<file path="src/rtl/usb_pkg.sv">
// Shared USB constants: default IN packet size and endpoint FSM encodings.
package usb_pkg;

  localparam int EP_MAX_PKT_DEFAULT = 8;

  localparam logic [0:0] ST_IDLE   = 1'b0;
  localparam logic [0:0] ST_ACTIVE = 1'b1;

endpackage

</file>
<file path="src/rtl/usb_byte_ram.sv">
// Byte-wide storage for the IN endpoint buffer: one synchronous write port, one async read port.
module usb_byte_ram #(
  parameter int AW = 6
) (
  input  logic          clk,
  input  logic          we,
  input  logic [AW-1:0] waddr,
  input  logic [7:0]    wdata,
  input  logic [AW-1:0] raddr,
  output logic [7:0]    rdata
);

  logic [7:0] mem [2**AW];

  // NOTE: storage is deliberately not reset; only the pointers define which bytes are meaningful.
  always_ff @(posedge clk) begin
    if (we) mem[waddr] <= wdata;
  end

  assign rdata = mem[raddr];

endmodule

</file>
<file path="src/rtl/usb_in_ep_buffer.sv">
// Circular byte buffer for one USB IN endpoint; bytes leave only when the host ACKs the packet.
module usb_in_ep_buffer
  import usb_pkg::*;
#(
  parameter int AW      = 6,
  parameter int MAX_PKT = EP_MAX_PKT_DEFAULT,
  parameter int EP_NUM  = 1
) (
  input  logic          clk48,
  input  logic          rst_n,
  input  logic [7:0]    wr_data,
  input  logic          wr_valid,
  output logic          wr_ready,
  input  logic          transaction_active,
  input  logic [3:0]    endpoint,
  input  logic          direction_in,
  input  logic          setup,
  input  logic          data_strobe,
  input  logic          success,
  output logic [7:0]    in_data,
  output logic          in_data_valid,
  output logic [AW:0]   level
);

  localparam int              PW      = AW + 1;
  localparam logic [PW-1:0]   DEPTH_P = PW'(2**AW);
  localparam logic [PW-1:0]   MAX_P   = PW'(MAX_PKT);
  localparam logic [3:0]      EP_P    = 4'(EP_NUM);
  localparam logic [PW-1:0]   ONE_P   = PW'(1);

  logic [PW-1:0] wr_ptr_q,     wr_ptr_d;
  logic [PW-1:0] commit_ptr_q, commit_ptr_d;
  logic [PW-1:0] spec_ptr_q,   spec_ptr_d;
  logic [PW-1:0] avail_q,      avail_d;
  logic [PW-1:0] pkt_cnt_q,    pkt_cnt_d;
  logic [0:0]    state_q,      state_d;

  logic [PW-1:0] fill;
  logic          wr_fire;
  logic          hit;

  // Space is measured against commit_ptr, so bytes in flight still occupy the buffer.
  assign fill          = wr_ptr_q - commit_ptr_q;
  assign wr_ready      = (fill != DEPTH_P);
  assign wr_fire       = wr_valid & wr_ready;
  assign level         = fill;
  assign hit           = transaction_active & (endpoint == EP_P) & direction_in & ~setup;
  assign in_data_valid = (state_q == ST_ACTIVE) && (pkt_cnt_q != avail_q);

  usb_byte_ram #(.AW(AW)) u_ram (
    .clk   (clk48),
    .we    (wr_fire),
    .waddr (wr_ptr_q[AW-1:0]),
    .wdata (wr_data),
    .raddr (spec_ptr_q[AW-1:0]),
    .rdata (in_data)
  );

  // NOTE: every next-state signal gets a default first so no path through the case infers a latch.
  always_comb begin
    wr_ptr_d     = wr_ptr_q;
    commit_ptr_d = commit_ptr_q;
    spec_ptr_d   = spec_ptr_q;
    avail_d      = avail_q;
    pkt_cnt_d    = pkt_cnt_q;
    state_d      = state_q;

    if (wr_fire) wr_ptr_d = wr_ptr_q + ONE_P;

    case (state_q)
      ST_IDLE: begin
        if (hit) begin
          state_d    = ST_ACTIVE;
          avail_d    = (fill < MAX_P) ? fill : MAX_P;
          pkt_cnt_d  = '0;
          spec_ptr_d = commit_ptr_q;
        end
      end
      ST_ACTIVE: begin
        if (!transaction_active) begin
          state_d = ST_IDLE;
          if (success) commit_ptr_d = spec_ptr_q;
          else         spec_ptr_d   = commit_ptr_q;
        end else if (data_strobe && in_data_valid) begin
          spec_ptr_d = spec_ptr_q + ONE_P;
          pkt_cnt_d  = pkt_cnt_q + ONE_P;
        end
      end
      default: state_d = ST_IDLE;
    endcase
  end

  // NOTE: state registers use non-blocking assignments so all of them update from the same pre-edge values.
  always_ff @(posedge clk48 or negedge rst_n) begin
    if (!rst_n) begin
      wr_ptr_q     <= '0;
      commit_ptr_q <= '0;
      spec_ptr_q   <= '0;
      avail_q      <= '0;
      pkt_cnt_q    <= '0;
      state_q      <= ST_IDLE;
    end else begin
      wr_ptr_q     <= wr_ptr_d;
      commit_ptr_q <= commit_ptr_d;
      spec_ptr_q   <= spec_ptr_d;
      avail_q      <= avail_d;
      pkt_cnt_q    <= pkt_cnt_d;
      state_q      <= state_d;
    end
  end

endmodule

</file>
<file path="config.mk">
export PLATFORM = sky130hd
export DESIGN_NAME = usb_in_ep_buffer
export DESIGN_NICKNAME = d
export VERILOG_FILES = /design/src/rtl/usb_pkg.sv /design/src/rtl/usb_byte_ram.sv /design/src/rtl/usb_in_ep_buffer.sv
export SDC_FILE = /design/constraint.sdc
export NUM_CORES = 1
export LEC_CHECK = 0
export BUFFER_PORTS_ARGS = -buffer_cell sky130_fd_sc_hd__buf_2
export CORE_MARGIN = 2
export CORE_UTILIZATION = 25
export DETAILED_ROUTE_END_ITERATION = 8
export SLEW_MARGIN = 40
export SYNTH_ARGS = -nofsm -noshare
export SYNTH_HDL_FRONTEND = slang
export SYNTH_HIERARCHICAL = 1
export SYNTH_SLANG_ARGS = --single-unit
</file>
<file path="constraint.sdc">
create_clock -name clk48 -period 3.9 [get_ports clk48]
set_input_delay 0.585 -clock clk48 [delete_from_list [all_inputs] [get_ports clk48]]
set_output_delay 0.585 -clock clk48 [all_outputs]
set_load 0.02 [all_outputs]
</file>
* Word-level counts from Yosys, hierarchy flattened
Memories as Yosys holds them, arrays and structs flattened.
Cells that the tools add are included.
Widths: inputs -> output; s select.
** Cells by class
- Reduce and logical (&&, ||, !) cells :: 6
- $lt $le $gt $ge :: 1
- Add/sub/neg operators :: 4
- Mux-type cells :: 15
- Bitwise gates (word level) :: 7
- Equality and inequality tests :: 7
** Operators by type and width (number)
- $mux 7 :: 8
- $pmux 7 s2 :: 2
- $add 7x1->7 const B :: 3
- $lt 7x4->1 const B :: 1
- $ne 7x7->1 :: 1
- $ne 7x7->1 const B :: 1
- $sub 7x7->7 :: 1
- $reduce_and 2->1 :: 3
- $and 1x1->1 :: 4
- $eq 4x1->1 const B :: 1
- $mux 1 :: 4
- $ne 2x2->1 const B :: 2
- $ne 3x2->1 const B :: 1
- $not 1->1 :: 3
- $reduce_and 3->1 :: 1
- $logic_and 1x1->1 :: 2
- $ne 2x1->1 const B :: 1
- $pmux 1 s2 :: 1
** Storage, ports and cells
- Memories kept :: 1
- Memory bits (writable) :: 512
- Output and inout port bits :: 17
- Bits in registers :: 36
** Memories
- u_ram.mem :: words 64, width 8, rd ports 1, clocked after Yosys merged registers in 0, write ports 1, RTL line usb_byte_ram.sv:13 : logic [7:0] mem [2**AW];

* Logic depth before layout (Yosys ltp)
Gate-level depths: netlist of run 1.
- Word-level depth :: 6
- Gate-level depth with buffers :: 14
- Depth with buffers taken out :: 13

* Modules after synthesis
The synthesis of run 1 kept the hierarchy.
** Modules (own cells, without submodules)
- usb_byte_ram :: instances 1, sequential area each 15374.7 um^2, cells each 932, area an instance 20006.7 um^2
- usb_in_ep_buffer :: instances 1, sequential area each 900.9 um^2, cells each 260, area an instance 2414.8 um^2

* Least setup slack after synthesis of run 1
OpenSTA, ideal clock, no wires.
- Kind :: register -> register
- Start point :: register wr_ptr_q[0]
- End point :: memory u_ram.mem[62][0], enable pin
- Slack :: 130 ps
- Required time :: 3530 ps
- Library setup time :: 370 ps
- Period minus slack after synthesis :: 3770 ps
- Cell stages (with the launch flop) :: 15
- Arrival :: 3400 ps
- Path through :: dfrtp_1 inv_1 ha_1 inv_1 fa_1 a21oi_1 o221a_2 xor2_2 inv_1 buf_2 o2111a_1 nor2_1 nor2b_1 nand3_1 nor2_1
** On the way
- Cells in the longest elaborated chain, start to end :: 5
** Ends and longest elaborated chain
- start: declaration :: RTL line usb_in_ep_buffer.sv:31 : logic [PW-1:0] wr_ptr_q, wr_ptr_d;
- start signal: assignment :: RTL line usb_in_ep_buffer.sv:103 : wr_ptr_q <= wr_ptr_d;
- $sub 7x7->7 :: RTL line usb_in_ep_buffer.sv:43 : assign fill = wr_ptr_q - commit_ptr_q;
- via level[6] :: RTL line usb_in_ep_buffer.sv:22 : output logic [AW:0] level
- $ne 7x7->1 :: RTL line usb_in_ep_buffer.sv:44 : assign wr_ready = (fill != DEPTH_P);
- $and 1x1->1 :: RTL line usb_in_ep_buffer.sv:45 : assign wr_fire = wr_valid & wr_ready;
- via wr_fire :: RTL line usb_in_ep_buffer.sv:39 : logic wr_fire;
- $mux 1 :: RTL line usb_byte_ram.sv:17 : if (we) mem[waddr] <= wdata;
- $mux 1 (not written as such) :: RTL line usb_byte_ram.sv:17
- end: declaration :: RTL line usb_byte_ram.sv:13
The timed path passes the listed nets, and every way through them passes these cells.

* Final worst setup path of run 1
- Start point :: register spec_ptr_q[0]
- End point :: output in_data[3]
** On the way
- Cells in the longest elaborated chain, start to end :: 1
** Ends and longest elaborated chain
- start: declaration :: RTL line usb_in_ep_buffer.sv:33 : logic [PW-1:0] spec_ptr_q, spec_ptr_d;
- start signal: assignment :: RTL line usb_in_ep_buffer.sv:105 : spec_ptr_q <= spec_ptr_d;
- $mem_v2 64x8
- end: declaration :: RTL line usb_in_ep_buffer.sv:20 : output logic [7:0] in_data,
No other way between the ends.

==> results of run 1 <==
==> final timing paths <==
| kind | from | end | slack [ps] | cells after the start |
|---|---|---|---|---|
| min in group asynchronous | rst_n | pkt_cnt_q[3]$_DFFE_PN0P_ | 470 | 2 |
| min | wr_valid | wr_ptr_q[1]$_DFFE_PN0P_ | 320 | 3 |
| min reg2reg | avail_q[1]$_DFFE_PN0P_ | avail_q[1]$_DFFE_PN0P_ | 500 | 2 |
| max reg2reg | wr_ptr_q[0]$_DFFE_PN0P_ | u_ram/mem[60][4]$_DFFE_PP_ | 230 | 15 |
| max in group asynchronous | rst_n | spec_ptr_q[1]$_DFFE_PN0P_ | 3050 | 2 |
| max | spec_ptr_q[0]$_DFFE_PN0P_ | in_data[3] | 70 | 8 |
==> layer usage <==
metal  part of all wire (%)  global-route usage [%]
met2                     50                    21.0
met5                  0.023                       0
met1                     42                    16.1
met3                    6.2                    2.53
met4                    2.7                    4.00
==> final cells by class <==
cell class | instances | area share (%)
inverter | 22 | 0.304
clock inverter | 41 | 2.22
multi-input combinational | 563 | 21.4
sequential | 548 | 60.0
tap | 1165 | 5.37
clock buffer | 61 | 5.16
timing repair buffer | 190 | 5.49
==> through the flow <==
step | power (mW) | TNS, ps
after floorplan | 8.79 | 0
after detailed placement | 10.1 | 0
after global placement | 10.0 | 0
after CTS | 16.0 | -2.61
final | 15.9 | 0
after global routing | 16.5 | -10.3
==> worst register-to-register path: cells and delay by family, from the launching register on <==
family	cells	cell delay, ps
simple gates	4	1050
flops	1	380
xor+xnor	1	150
compound gates	3	570
buf+inv	5	600
fa+ha+maj	2	630
==> sequential cells by signal (all words and copies together) (netlist names) <==
signal and cells:
avail_q 7, commit_ptr_q 7, pkt_cnt_q 7, spec_ptr_q 7
state_q 1, u_ram/mem 512, wr_ptr_q 7
==> cell families after synthesis <==
family	count (synthesis)	share of synthesized area, %
muxes	175	15.0
buffers and inverters	81	1.93
and+or+nand+nor	234	5.06
AOI/OAI and AO/OA	131	4.32
DFF	548	72.6
adders and majority gates	10	0.592
xor gates and xnor gates	13	0.541
==> power by group <==
part	total [mW]	internal (mW)	leakage (nW)	switching, mW
Clock	5.79	3.47	0.963	2.32
Sequential	6.85	6.69	5.08	0.163
Combinational	3.27	1.27	2.66	1.99
Total	15.9	11.4	8.70	4.48
==> cells in the final DEF, fill, tap and decap left out, types with 17 or more instances in the layout <==
| master | instances |
|---|---|
| clkbuf_16 | 55 |
| o21ai_0 | 17 |
| buf_2 | 28 |
| nand3_1 | 29 |
| inv_1 | 22 |
| edfxtp_1 | 512 |
| nor2_1 | 90 |
| nand2_1 | 34 |
| mux2i_1 | 24 |
| mux2_2 | 24 |
| buf_4 | 148 |
| dfrtp_1 | 31 |
| nor2b_1 | 17 |
| mux4_2 | 126 |
==> timing repair <==
| action | 4_1_cts | 5_1_grt |
|---|---|---|
| hold buffers | 1 | 0 |
| hold endpoints to repair | 36 | 0 |
| buffers inserted | 7 | 7 |
| endpoints found under the setup margin | 8 | 152 |
| gates resized for setup | 13 | 20 |
==> summary.txt, run 1 <==
Status
  • Status: finished, final reports clean

Route
  • Routed Antenna Nets: 0
  • DRT Pass-1 Iters: 7
  • DR iter-0 viols: 1278
  • Final wirelength: 57.1 mm
  • DR vias/cell: 4.75
  • Via Count: 12300
  • Routed wire per std cell: 22.0 µm
  • Number of remaining DRC errors: 0

Placement
  • Dpl cell area: 24800 µm²
  • Place WS: 92.5 ps
  • PortBufs: 36
  • Post-DP HPWL: 36.6 mm
  • Cells after DPL: 2473
  • GPL Wtd Cong: 0.840

Cells and area
  • Cell area after layout: 27100 µm²
  • Layout cells sized above 1: 31.9%
  • Area of all sequential standard cells: 16300 µm²
  • N_diodes: 0
  • Non-filler cells in the finished layout: 2590
  • Synthesis-to-layout area growth: 21.0%
  • Final core occ: 30.6%
  • Fillers: 8531
  • Layout net count: 1410
  • Area occupied by multi-input gates: 5810 µm²

Setup path
  • Top Family by Delay on Critical Path: multiplexers
  • Slowest stage delay, CP: 570 ps
  • Most used cell along the critical path: mux4_2
  • Critical-path cell with the highest stage delay: dfrtp_4
  • Worst endpoint data arrival time: 3240 ps
  • Worst endpoint required time: 3310 ps
  • Setup crit end kind: primary output
  • Worst path cell trace: buf_6, buf_12, mux4_2, mux4_2, o21ai_4, o41ai_1, buf_4, buf_2
  • Buf/Inv on CP: 4
  • CP Max Fanout: 13
  • Setup CP Type: flip-flop to primary output
  • Type of origin of the critical path: flip-flop

Yosys
  • Synth Flop Type: edfxtp_1
  • Sequential element share of the synthesized area: 72.6%
  • Synth area leaders: edfxtp_1, mux4_2, dfrtp_1
  • Post-synth EDFFs: 512
  • Most frequent cells after synthesis: edfxtp_1, mux4_2, nor2_1
  • Synth Warn #: 6
  • Most common cell in the netlist: edfxtp_1
  • Register bit total from synthesis: 548
  • Synthesized net count: 1222
  • Area share of the largest cell type after synthesis: 68.6%
  • Mapped cell area: 22400 µm²
  • FFs w/ async S/R, synth: 6.57%
  • Largest area contributor in the netlist: edfxtp_1
  • Distinct cells, synth: 66
  • Post-Syn Instances: 1192
  • Synthesized area per cell: 18.8 µm²

Floorplan
  • Die ar.: 92100 µm²
  • Core area: 88600 µm²
  • I/O pin total: 37
  • Die width: 303 µm
  • Starting density of the core: 25.3%
  • Die Ht: 303 µm
  • Rows: 109

Clocking
  • Clk Latency, worst-skew pair: 620 ps
  • Clk slew on worst S/H paths: 60 ps
  • Sink Count: 548
  • H-Tree Depth: 2
  • CTS tree: yes
  • TritonCTS buffer count: 55
  • Root Buffer: clkbuf_16
  • CTS max path bufs: 3

STA
  • Max Slew Vio Count: 0
  • Worst slew pin tran: 740 ps
  • Final Hold Vio Count: 0
  • Max Fclk: 261 MHz
  • Final setup margin: 73.3 ps
  • Slew HR: 50.7%
  • Clk_skew: 35.2 ps
  • Final period util: 98.1%
  • Hold slack: 316 ps
  • Tmin final: 3830 ps
  • # setup viols final: 0

Power
  • Worst VDD drop: 0.000331 V
  • Pwr/cell area: 586 nW/µm²
  • P_leak: 8.70 nW

Min path
  • Hold Crit Class: input port to flip-flop

Flow run
  • Maxcap violations: 0

GRT
  • First-pass GRT wire length: 85.1 mm
  • Tot GR Track Use: 12.4%
  • Gr ovfl total: 0
  • Vias in the first global route: 12700
  • Initial antenna violation count: 2
  • Largest net degree at the start of global routing: 65
(Power assumes the default switching activity.)
==> run 2, diff against run 1 <==
--- a/config.mk
+++ b/config.mk
@@ -9,6 +9,8 @@
 export CORE_MARGIN = 2
 export CORE_UTILIZATION = 25
 export DETAILED_ROUTE_END_ITERATION = 8
+export HOLD_SLACK_MARGIN = 0.08
+export SETUP_SLACK_MARGIN = 0.2
 export SLEW_MARGIN = 40
 export SYNTH_ARGS = -nofsm -noshare
 export SYNTH_HDL_FRONTEND = slang
==> run 2 against run 1 <==
Effect of this change:
- count of clock-buffer cells in the layout grew 8
- sequential share of layout area decreased by 0.40 points
- die area unchanged
- final cell count grew 0.15%
- wire length down 4.8%
- setup slack better by 110 ps
- highest routed layer is now met4
- hold slack gained 37 ps
- largest power group unchanged
- clock skew rose by 11 ps
==> summary.txt, run 2 (synthesis results as in run 1) <==
STA
  • Tmin final: 3710 ps
  • Hold slack: 353 ps
  • Max Slew Vio Count: 0
  • Max Fclk: 269 MHz
  • Slew HR: 52.5%
  • # setup viols final: 0
  • Setup TNS: 0 ps
  • Worst slew pin tran: 712 ps
  • Clk_skew: 45.8 ps
  • Final period util: 95.2%
  • Final Hold Vio Count: 0
  • RSZ-0062 raised after global routing: true
  • Final setup margin: 185 ps

Setup path
  • CP Max Fanout: 6
  • Slowest stage delay, CP: 540 ps
  • Worst Reg-to-Reg Cells: 14
  • Worst endpoint data arrival time: 3130 ps
  • Setup crit end kind: primary output
  • Worst endpoint required time: 3310 ps
  • Type of origin of the critical path: flip-flop
  • Critical-path cell with the highest stage delay: mux4_2
  • Setup CP Type: flip-flop to primary output
  • Worst path cell trace: buf_12, buf_6, buf_16, mux4_2, mux4_2, o21ai_4, o41ai_4, buf_4, buf_6

Floorplan
  • Die width: 303 µm
  • Core area: 88600 µm²
  • Die ar.: 92100 µm²
  • I/O pin total: 37
  • Die Ht: 303 µm
  • Rows: 109
  • Starting density of the core: 25.3%

Cells and area
  • Top reg by flops: u_ram/mem
  • Layout cells sized above 1: 33.7%
  • Most frequent cells in the layout: edfxtp_1, buf_4, mux4_2, nor2_1, clkbuf_16
  • Most common cell after layout, fill and taps aside: edfxtp_1
  • N_diodes: 0
  • Fillers: 8554
  • Layout net count: 1412
  • Max reg flops: 512
  • Synthesis-to-layout area growth: 21.8%

GRT
  • Vias in the first global route: 12400
  • Tot GR Track Use: 11.9%
  • First-pass GRT wire length: 81.8 mm
  • Gr ovfl total: 0
  • Largest net degree at the start of global routing: 65
  • Initial antenna violation count: 1

Power
  • P_leak: 8.72 nW
  • Worst VDD drop: 0.000428 V
  • Pwr/cell area: 567 nW/µm²

Route
  • DR iter-0 viols: 1154
  • Final wirelength: 54.4 mm
  • Number of remaining DRC errors: 0
  • Routed wire per std cell: 21.0 µm
  • Routed Antenna Nets: 0
  • DR vias/cell: 4.67
  • Via Count: 12100
  • DRT Pass-1 Iters: 5

Status
  • Status: finished, final reports clean

Clocking
  • CTS tree: yes
  • TritonCTS buffer count: 55
  • Root Buffer: clkbuf_16
  • CTS max path bufs: 3
  • H-Tree Depth: 2
  • Sink Count: 548
  • Clk slew on worst S/H paths: 60 ps
  • Clk Latency, worst-skew pair: 640 ps

Placement
  • Place WS: 216 ps
  • Post-DP HPWL: 34.2 mm
  • PortBufs: 36
  • GPL Wtd Cong: 0.787

Min path
  • WHS Path Cells: 3
  • Hold Crit Class: input port to flip-flop

Flow run
  • Maxcap violations: 0
[run 2: cell types whose count changed in the layout (fill, tap and decap cells not counted), sizes merged]
cell      before  now
bufinv        13    4
clkbuf        61   69
buf          189  191
clkinv        23   25
clkinvlp       3    4
[run 2: through the flow]
stage	utilization (%)	area (µm²)	std cells	power, mW
4_1_cts	30.5	27000	2576	15.5
3_3_place_gp	27.9	24700	2454	9.96
5_1_grt	30.8	27300	2594	16.1
3_5_place_dp	28.0	24800	2455	10.0
2_1_floorplan	-	22400	1192	8.80
6_report	30.8	27300	2594	15.5
[run 2: metal layers]
layer,vias to the layer above,global-route usage (%),part of all wire (%)
met4,0,3.35,2.4
met3,77,1.95,6.1
li1,5255,-,-
met5,-,0,0
met1,6375,15.6,42
met2,408,20.2,50
[run 2: power by group]
| part | internal (mW) | switching [mW] | total, mW |
|---|---|---|---|
| Sequential | 6.69 | 0.120 | 6.81 |
| Clock | 3.01 | 2.27 | 5.29 |
| Combinational | 1.37 | 2.02 | 3.40 |
| Total | 11.1 | 4.42 | 15.5 |
[run 2: what timing repair did]
item | 4_1_cts | 5_1_grt
hold endpoints to repair | 16 | 0
buffers inserted | 14 | 18
gates resized for setup | 39 | 26
gates cloned | 2 | 0
hold buffers | 1 | 0
pin swaps | 3 | 2
endpoints found under the setup margin | 24 | 250
[run 2: layout make-up]
type                    count  area, µm²  area share (%)
clock buffers              69       1500            5.49
well taps                1165       1460            5.34
flip-flops and latches    548      16300            59.6
repair buffers            192       1650            6.04
multi-input cells         563       5990            21.9
inverters                  22       82.6           0.302
clock inverters            35        344            1.26
[run 2: path summary, 6_finish.rpt]
path                                             start                          end  slack [ps]
max reg2reg                    wr_ptr_q[0]$_DFFE_PN0P_   u_ram/mem[48][3]$_DFFE_PP_         440
min in group asynchronous                        rst_n      wr_ptr_q[0]$_DFFE_PN0P_         450
min                                           wr_valid      wr_ptr_q[1]$_DFFE_PN0P_         350
min reg2reg                commit_ptr_q[2]$_DFFE_PN0P_  commit_ptr_q[2]$_DFFE_PN0P_         510
max in group asynchronous                        rst_n  commit_ptr_q[4]$_DFFE_PN0P_        2990
max                          spec_ptr_q[0]$_DFFE_PN0P_                   in_data[3]         190
[run 2: worst max-delay path: cells and delay by family, from the launching register on]
| family | cells | cell delay (ps) |
|---|---|---|
| buffers and inverters | 5 | 710 |
| flip-flops | 1 | 520 |
| AO/OA/AOI/OAI | 2 | 330 |
| multiplexers | 2 | 960 |
==> run 3, diff against run 2 <==
--- a/config.mk
+++ b/config.mk
@@ -5,11 +5,14 @@
 export SDC_FILE = /design/constraint.sdc
 export NUM_CORES = 1
 export LEC_CHECK = 0
+export ABC_CLOCK_PERIOD_IN_PS = 3900
 export BUFFER_PORTS_ARGS = -buffer_cell sky130_fd_sc_hd__buf_2
 export CORE_MARGIN = 2
 export CORE_UTILIZATION = 25
+export CTS_CLUSTER_DIAMETER = 80
 export DETAILED_ROUTE_END_ITERATION = 8
 export HOLD_SLACK_MARGIN = 0.08
+export PLACE_DENSITY = 0.46
 export SETUP_SLACK_MARGIN = 0.2
 export SLEW_MARGIN = 40
 export SYNTH_ARGS = -nofsm -noshare
==> run 3 against run 2 <==
Effect of this change:
- clock power is essentially flat
- setup slack lost 16 ps
- via count decreased by 0.96%
- critical path depth unchanged
- critical path type unchanged
- highest routed layer unchanged
==> summary.txt, run 3 (synthesis results as in run 1) <==
Status
  • Status: finished, final reports clean

Setup path
  • Reg-to-reg endpoint: u_ram/mem[62][0]$_DFFE_PP_
  • Setup crit end kind: primary output
  • CP endpoint: in_data[7]
  • Worst r2r src: wr_ptr_q[0]$_DFFE_PN0P_
  • Type of origin of the critical path: flip-flop
  • Setup slack, reg-to-reg: 550 ps
  • Worst Reg-to-Reg Cells: 15
  • Worst endpoint data arrival time: 3150 ps
  • Critical Path Source: spec_ptr_q[0]$_DFFE_PN0P_
  • Worst endpoint required time: 3310 ps
  • Setup CP Type: flip-flop to primary output
  • CP Max Fanout: 6

Floorplan
  • Core area: 88600 µm²
  • Rows: 109
  • Die ar.: 92100 µm²
  • Die width: 303 µm
  • Die Ht: 303 µm
  • I/O pin total: 37
  • Starting density of the core: 25.3%

STA
  • # setup viols final: 0
  • Max Slew Vio Count: 0
  • Final Hold Vio Count: 0
  • RSZ-0062 raised after global routing: true
  • Clk_skew: 33.0 ps
  • Tmin final: 3730 ps
  • Slew HR: 58.9%
  • Final period util: 95.7%
  • Setup TNS: 0 ps
  • Max Fclk: 268 MHz
  • Worst slew pin tran: 614 ps

Route
  • Metal2 WL: 30.0 mm
  • DR vias/cell: 4.59
  • Wl on met1: 26.0 mm
  • Final wirelength: 59.7 mm
  • Routed Antenna Nets: 0
  • Top Metal Used: met4
  • Via Count: 12000
  • DRT Pass-1 Iters: 5
  • Met3 wire length: 2.06 mm
  • Routed wire per std cell: 22.9 µm
  • DR iter-0 viols: 872
  • Number of remaining DRC errors: 0

Power
  • Worst VDD drop: 0.000466 V
  • Pwr/cell area: 570 nW/µm²
  • P_leak: 8.82 nW

GRT
  • Tot GR Track Use: 13.0%
  • First-pass GRT wire length: 88.0 mm
  • Largest net degree at the start of global routing: 47
  • Gr ovfl total: 0
  • Initial antenna violation count: 1
  • Vias in the first global route: 12600

Clocking
  • Sink Count: 548
  • TritonCTS buffer count: 56
  • Root Buffer: clkbuf_16
  • Clk slew on worst S/H paths: 60 ps
  • Clk Latency, worst-skew pair: 630 ps
  • CTS tree: yes
  • H-Tree Depth: 2
  • CTS max path bufs: 3

Placement
  • Post-DP HPWL: 38.2 mm
  • GPL Wtd Cong: 0.773
  • Dpl cell area: 25000 µm²
  • PortBufs: 36

Cells and area
  • Cell area after layout: 27500 µm²
  • Most frequent cells in the layout: edfxtp_1, buf_4, mux4_2, nor2_1, clkbuf_16
  • Layout cells sized above 1: 34.1%
  • Synthesis-to-layout area growth: 22.6%
  • Layout net count: 1429
  • Top reg by flops: u_ram/mem
  • Most common cell after layout, fill and taps aside: edfxtp_1
  • Max reg flops: 512
  • Fillers: 8659

Flow run
  • Maxcap violations: 0

Min path
  • Hold Crit Class: input port to flip-flop
==> run 3: report_power, final <==
group	internal (mW)	leakage, nW	switching, mW	total [mW]
Sequential	6.69	5.08	0.141	6.83
Clock	3.02	0.893	2.27	5.29
Combinational	1.44	2.86	2.11	3.55
==> run 3: how the worst min path moves through the flow <==
stage                           startpoint                           to  slack [ps]  cells past startpoint
3_5_place_dp        avail_q[4]$_DFFE_PN0P_       avail_q[4]$_DFFE_PN0P_         490                      1
3_3_place_gp   commit_ptr_q[3]$_DFFE_PN0P_  commit_ptr_q[3]$_DFFE_PN0P_         490                      1
5_1_grt                           wr_valid      wr_ptr_q[1]$_DFFE_PN0P_         340                      3
4_1_cts                           wr_valid      wr_ptr_q[1]$_DFFE_PN0P_         310                      3
2_1_floorplan                        rst_n       avail_q[0]$_DFFE_PN0P_         290                      0
6_report                          wr_valid      wr_ptr_q[0]$_DFFE_PN0P_         350                      3
==> run 3: timing repair <==
action | 4_1_cts | 5_1_grt
gates resized for setup | 49 | 32
pin swaps | 4 | 11
hold buffers | 1 | 0
cloned | 1 | 2
buffers inserted | 14 | 8
setup endpoints to repair | 45 | 257
endpoints found under the hold margin | 36 | 0
==> run 3: layer usage <==
| layer | up-vias | global-route usage [%] |
|---|---|---|
| li1 | 5296 | - |
| met1 | 6364 | 17.2 |
| met2 | 249 | 22.4 |
| met3 | 90 | 1.64 |
| met4 | 0 | 4.00 |
| met5 | - | 0 |
==> run 3: final cells by class <==
class,count,area (µm²),share of cell area (%)
Sequential cell,548,16300,59.3
Multi-Input combinational cell,563,6030,22.0
Timing Repair Buffer,208,1800,6.54
Clock buffer,65,1470,5.34
Tap cell,1165,1460,5.30
Clock inverter,39,344,1.25
Inverter,22,82.6,0.301
Antenna cell,2,5.00,0.0182
==> run 3: worst max-delay path, stage by stage, from the launching register on <==
cell     delay, ps
dfrtp_4        500
buf_12         170
buf_16         150
buf_4          150
mux4_2         440
mux4_2         570
o21ai_2        210
buf_6          140
nand2_4         60
buf_6          150
==> run 3: stage by stage <==
step	util (%)	hold slack, ps	total power [mW]	cells	setup slack (ps)
5_1_grt	31.0	345	16.3	2611	106
4_1_cts	30.7	308	15.8	2600	104
2_1_floorplan	-	289	8.80	1192	130
6_report	31.0	349	15.7	2612	169
3_5_place_dp	28.2	491	10.2	2480	90.5
3_3_place_gp	28.2	488	10.2	2480	126
